File: src/rtl/lsu_mem_master.sv
// Load/store unit driving a word-wide data RAM with byte enables.
// Misaligned accesses are split into two word transactions; loads are assembled and extended.
module lsu_mem_master #(
  parameter int ADDR_W = 32,
  parameter int DATA_W = 32
) (
  input  logic              clk,
  input  logic              reset,
  input  logic              req_valid,
  output logic              req_ready,
  input  logic              req_we,
  input  logic [2:0]        req_funct3,
  input  logic [ADDR_W-1:0] req_addr,
  input  logic [DATA_W-1:0] req_wdata,
  output logic              rsp_valid,
  output logic [DATA_W-1:0] rsp_rdata,
  output logic              rsp_err,
  output logic              mem_we,
  output logic [ADDR_W-1:0] mem_addr,
  output logic [DATA_W-1:0] mem_wData,
  output logic [3:0]        mem_Byte_Enable,
  input  logic [DATA_W-1:0] mem_rData
);

  typedef enum logic [1:0] {IDLE, ACC0, ACC1, RESP} state_t;

  state_t              state, state_nxt;
  logic                we_q;
  logic [2:0]          f3_q;
  logic [ADDR_W-1:0]   addr_q;
  logic [DATA_W-1:0]   wdata_q;
  logic                err_q;
  logic [DATA_W-1:0]   buf0, buf1;

  logic                illegal;
  logic [1:0]          off;
  logic [2:0]          nbytes;
  logic [2:0]          endb;
  logic                split;
  logic [7:0]          base_mask;
  logic [7:0]          mask8;
  logic [2*DATA_W-1:0] d64;
  logic [ADDR_W-1:0]   word;
  logic [DATA_W-1:0]   r32;
  logic [DATA_W-1:0]   load_data;

  assign illegal = (req_funct3 == 3'b011) || (req_funct3[2:1] == 2'b11) ||
                   (req_we && req_funct3[2]);

  assign off  = addr_q[1:0];
  assign word = {addr_q[ADDR_W-1:2], 2'b00};

  always_comb begin
    nbytes    = 3'd4;
    base_mask = 8'h0F;
    case (f3_q[1:0])
      2'b00:   begin nbytes = 3'd1; base_mask = 8'h01; end
      2'b01:   begin nbytes = 3'd2; base_mask = 8'h03; end
      default: begin nbytes = 3'd4; base_mask = 8'h0F; end
    endcase
  end

  // An access spills into the next word when its last byte lies beyond lane 3.
  assign endb  = {1'b0, off} + nbytes;
  assign split = (endb > 3'd4);
  assign mask8 = base_mask << off;
  assign d64   = {{DATA_W{1'b0}}, wdata_q} << {off, 3'b000};
  assign r32   = DATA_W'({buf1, buf0} >> {off, 3'b000});

  always_comb begin
    load_data = '0;
    case (f3_q)
      3'b000:  load_data = {{24{r32[7]}}, r32[7:0]};
      3'b001:  load_data = {{16{r32[15]}}, r32[15:0]};
      3'b010:  load_data = r32;
      3'b100:  load_data = {24'b0, r32[7:0]};
      3'b101:  load_data = {16'b0, r32[15:0]};
      default: load_data = '0;
    endcase
  end

  always_ff @(posedge clk) begin
    if (!reset) begin
      state   <= IDLE;
      we_q    <= 1'b0;
      f3_q    <= 3'b000;
      addr_q  <= '0;
      wdata_q <= '0;
      err_q   <= 1'b0;
      buf0    <= '0;
      buf1    <= '0;
    end else begin
      state <= state_nxt;
      if (state == IDLE && req_valid) begin
        we_q    <= req_we;
        f3_q    <= req_funct3;
        addr_q  <= req_addr;
        wdata_q <= req_wdata;
        err_q   <= illegal;
        buf0    <= '0;
        buf1    <= '0;
      end
      if (state == ACC0 && !we_q) buf0 <= mem_rData;
      if (state == ACC1 && !we_q) buf1 <= mem_rData;
    end
  end

  // Write strobe is qualified by reset so an aborting edge never commits a RAM write.
  always_comb begin
    state_nxt       = state;
    req_ready       = 1'b0;
    mem_we          = 1'b0;
    mem_addr        = '0;
    mem_wData       = '0;
    mem_Byte_Enable = 4'b0000;
    case (state)
      IDLE: begin
        req_ready = 1'b1;
        if (req_valid) state_nxt = illegal ? RESP : ACC0;
      end
      ACC0: begin
        mem_we          = we_q & reset;
        mem_addr        = word;
        mem_Byte_Enable = mask8[3:0];
        mem_wData       = d64[DATA_W-1:0];
        state_nxt       = split ? ACC1 : RESP;
      end
      ACC1: begin
        mem_we          = we_q & reset;
        mem_addr        = word + ADDR_W'(4);
        mem_Byte_Enable = mask8[7:4];
        mem_wData       = d64[2*DATA_W-1:DATA_W];
        state_nxt       = RESP;
      end
      RESP: state_nxt = IDLE;
      default: state_nxt = IDLE;
    endcase
  end

  assign rsp_valid = (state == RESP);
  assign rsp_err   = (state == RESP) && err_q;
  assign rsp_rdata = ((state == RESP) && !we_q && !err_q) ? load_data : '0;

endmodule

File: config.mk
export PLATFORM = sky130hd
export DESIGN_NAME = lsu_mem_master
export DESIGN_NICKNAME = d
export VERILOG_FILES = /design/src/rtl/lsu_mem_master.sv
export SDC_FILE = /design/constraint.sdc
export NUM_CORES = 1
export LEC_CHECK = 0
export CAP_MARGIN = 40
export CELL_PAD_IN_SITES_DETAIL_PLACEMENT = 0
export CELL_PAD_IN_SITES_GLOBAL_PLACEMENT = 1
export CORE_ASPECT_RATIO = 0.75
export CORE_MARGIN = 2
export CORE_UTILIZATION = 36
export CTS_CLUSTER_SIZE = 25
export DETAILED_ROUTE_END_ITERATION = 8
export PLACE_DENSITY = 0.8
export SETUP_SLACK_MARGIN = 0.5
export SYNTH_ARGS = -nofsm -noshare
export SYNTH_HDL_FRONTEND = slang
export SYNTH_SLANG_ARGS = --single-unit
File: constraint.sdc
create_clock -name clk -period 2.85 [get_ports clk]
set_input_delay 0.57 -clock clk [delete_from_list [all_inputs] [get_ports clk]]
set_output_delay 0.57 -clock clk [all_outputs]
set_load 0.02 [all_outputs]
* Yosys cells after proc, flatten, opt, wreduce, memory -nomap -nowiden *
Cells that the tools add are included.
Widths: inputs -> output; s select.

cells by class
  add/subtract/negate cells = 2
  $lt $le $gt $ge = 1
  equal/unequal tests = 11
  shift-type cells = 3
  muxes and demuxes = 16
  bitwise gates (word level) = 1
  reduce and logical (&&, ||, !) cells = 17

operator list
  cell                   count
  $pmux 32 s5            1
  $mux 32                4
  $pmux 32 s2            2
  $shl 32x5->64          1
  $shr 64x5->32          1
  $add 32x3->32 const B  1
  $pmux 4 s2             2
  $pmux 2 s4             1
  $shl 8x2->8            1
  $logic_and 1x1->1      7
  $eq 2x2->1 const B     3
  $eq 3x2->1 const B     2
  $eq 3x3->1 const B     2
  $pmux 3 s2             1
  $eq 2x1->1 const B     2
  $logic_not 2->1        2
  $mux 2                 2
  $reduce_bool 2->1      2
  $add 2x3->3            1
  $eq 3x1->1 const B     1
  $gt 3x3->1 const B     1
  $logic_not 3->1        1
  $mux 1                 3
  $logic_not 1->1        2
  4 further kinds        5

word-level totals
  register bits = 135
  output and inout port bits = 104
  logic and storage cells = 59

* Logic depth before layout (Yosys ltp) *
  word-level depth = 6
  gate-level depth with buffers = 9
  mapped depth without buffers = 8

* Worst setup path after synthesis *
No wires, ideal clock.

  kind = register to output
  start point = reg state[0]
  end point = out mem_addr[29]
  arrival = 2064 ps
  data required time = 2280 ps
  path slack = 216 ps
  stages on the path, launching flop included = 9
  buffers on the path = 3
  cells stage by stage = dfxtp_1 > inv_1 > ha_1 > clkbuf_1 > and2_1 > buf_2 > buf_2 > nand3_2 > o31ai_1

on the way
  cells in the longest elaborated chain, start to end = 2
  elaborated cells between the ends (all ways) = 3

RTL lines
  item                                      line  source
  from (decl)                               27    state_t state, state_nxt;
  from (signal assigned)                    93    state <= state_nxt;
  $eq 2x2->1 or $eq 2x1->1 (tied branches)  116   case (state)
  $pmux 32 s2 *                             116
  to (decl)                                 19    output logic [ADDR_W-1:0] mem_addr,

Every way passes the cells marked *; elsewhere a longest branch is shown, timed or not.

* Final worst setup path *
  start point = reg state[1]
  end point = out mem_addr[28]

The elaborated chain is that of the path after synthesis.

==> metrics.cfg <==
[yosys]
netlist_area_sq_um = 7900
synth_area_per_cell_sq_um = 7.93
synth_edf_count = 0
synth_area_leaders = dfxtp_1 32%, nand2_1 9.9%, mux4_2 9.1%
yosys_warnings = 0
yosysMostFrequentCell = nand2_1
synthArstFlopShare_pct = 0
synthCells = 996
synth_seq_cells = 127
synthTopCellsByCount = 208 x nand2_1, 127 x dfxtp_1, 108 x a21oi_1
synth_top_area_share_pct = 32.2
yosys.area.top_type = dfxtp_1
ys_types = 63
synth_ff_type = dfxtp_1
synth_seq_area_share_pct = 32.2

[timing]
whs_ns = 0.488
finalMaxSlewViolations = 0
final-setup-viol-count = 0
setup_slack_ns = 0.150
worst_pin_slew_ns = 0.509
min_period_ns = 2.70
fmax_mhz = 370
slew_headroom_pct = 66.1
hold_viol_final = 0
skew_ns = 0.00997
rsz0062_at_grt = yes
period_share_pct = 94.7
fin_setup_tns_ns = 0

[route]
vias = 8941
first_iter_violations = 771
wl_um = 31000
drt_pre_antenna_iters = 7
routedWlPerCell_um = 19.5
vias_per_cell = 5.62
ant_nets = 0
drc = 0

[power_and_ir_drop]
ir_worst_vdd_mv = 0.548
power.density_nw_per_um2 = 753
p_leak_nw = 4.95

[clocking]
cts_max_path_buffers = 2
cts-htree-levels = 4
root_buffer = clkbuf_16
cts_hold_buf = 0
cts_tree = done
clk_latency_ns = 0.43
numClockSinks = 127
cts_buffers = 17
clk_transition_reported_paths_ns = 0.07

[setup_path]
r2r_slack_ns = 0.84
crit_path_end_kind = output pin
critPathArrivalTime_ns = 2.13
cp-start-kind = flop
worstPathRequired_ns = 2.28
crit_type = reg2out
cp_max_fo = 7

[floorplan]
die_area_sq_um = 23200
io_pins = 207
floorplan.initialDensity_pct = 37.0
core_area_sq_um = 21400
die_y_um = 132
num_rows = 46
die_w_um = 175

[cells_and_area]
multi_input_area_sq_um = 5540
nNetsFinal = 1399
drive_above_1_share_pct = 36.4
syn_to_final_growth_pct = 63.2
finalInstanceArea_sq_um = 12900
regArea_sq_um = 2580
fillers = 1828

[placed_design]
io_buffer_count = 204
hpwl_um = 18900
placed_cell_area_sq_um = 10600
dp_slack_ns = 0.0695
gp_congestion = 0.840

[outcome]
outcome = finished, final reports clean

[grt]
gr-total-overflow = 0
grt_pass1_wl_um = 45200
grt_max_degree = 76
track_usage_pct = 24.3
antenna_found_initial = 1
grt_pass1_vias = 8119

[job]
cap_violations = 0

[worst_hold_path]
hp-class = reg2reg

[kinds of logic (layout without fill, tap and decap cells)]
family | count (synthesis) | after routing | synth area share (%)
xor gates and xnor gates | 3 | 3 | 0.333
AOI/OAI and AO/OA | 273 | 273 | 22.1
muxes | 71 | 71 | 14.2
adders and majority gates | 8 | 8 | 1.36
and+or+nand+nor | 405 | 405 | 23.5
other | 1 | 4 | 0.0475
DFF | 127 | 127 | 32.2
buffers and inverters | 108 | 412 | 6.35
[placed cells by master (no fill, tap or decap), types with 13 or more instances in the layout]
| cell type | instances |
|---|---|
| mux4_2 | 32 |
| clkdlybuf4s50_1 | 103 |
| buf_12 | 15 |
| nand2_1 | 200 |
| buf_4 | 143 |
| mux2i_1 | 28 |
| a21oi_1 | 96 |
| nor2_1 | 83 |
| dfxtp_1 | 109 |
| nor2b_1 | 22 |
| buf_6 | 55 |
| clkbuf_16 | 23 |
| buf_2 | 18 |
| nand3_1 | 13 |
| a22oi_1 | 59 |
[registers in the layout (all words and copies together) (netlist names)]
signal and cells:
buf0 32, we_q 1, state 2, wdata_q 32
buf1 24, err_q 1, addr_q 32, f3_q 3
[metal layers]
metal	vias up	share of wire, %	global-route usage (%)
met5	-	0	0
met3	42	8.7	6.00
li1	4155	-	-
met4	0	1.7	6.94
met1	4320	44	34.0
met2	424	46	37.2
[through the flow]
step                      std cells  util [%]  total power [mW]
after floorplan                 997         -              4.73
after global placement         1465      49.4              6.09
after detailed placement       1465      49.4              6.11
after CTS                      1535      55.3              8.86
after global routing           1589      60.4              10.2
final                          1591      60.4              9.71
[final timing paths]
path,end,from,depth (start not counted)
worst max-delay path,mem_addr[28],state[1]$_SDFFE_PN0P_,8
worst min-delay path,err_q$_SDFFE_PN0P_,err_q$_SDFFE_PN0P_,2
worst max register to register,state[0]$_SDFFE_PN0P_,addr_q[0]$_SDFFE_PN0P_,9
worst min register to register,err_q$_SDFFE_PN0P_,err_q$_SDFFE_PN0P_,2
[worst max-delay path: stages, from the launching register on]
cell and delay, ns:
dfxtp_2 0.35, inv_2 0.07, ha_4 0.32, and2_4 0.20
buf_12 0.12, buf_16 0.12, nand2_1 0.06, o211ai_1 0.26
buf_4 0.20
[power breakdown]
part / switching [mW] / internal [mW]
combinational: 2.61 / 2.34
clock: 1.06 / 1.20
sequential: 0.383 / 2.13
[timing repair]
item | in CTS | in global routing
setup endpoints to repair | 101 | 101
gates cloned | 12 | 7
resized for setup | 499 | 249
endpoints found under the hold margin | 0 | 0
setup buffers | 26 | 47
pin swaps | 35 | 44
[cell type report]
cell class | instances | share of cell area, %
Tap cell | 288 | 2.79
Sequential cell | 127 | 20.0
Inverter | 12 | 0.427
Multi-Input combinational cell | 762 | 43.0
Antenna cell | 2 | 0.0388
Clock buffer | 17 | 3.30
Timing Repair Buffer | 368 | 29.0
Clock inverter | 15 | 1.48
Note: power is estimated with default switching activity, not from simulation.
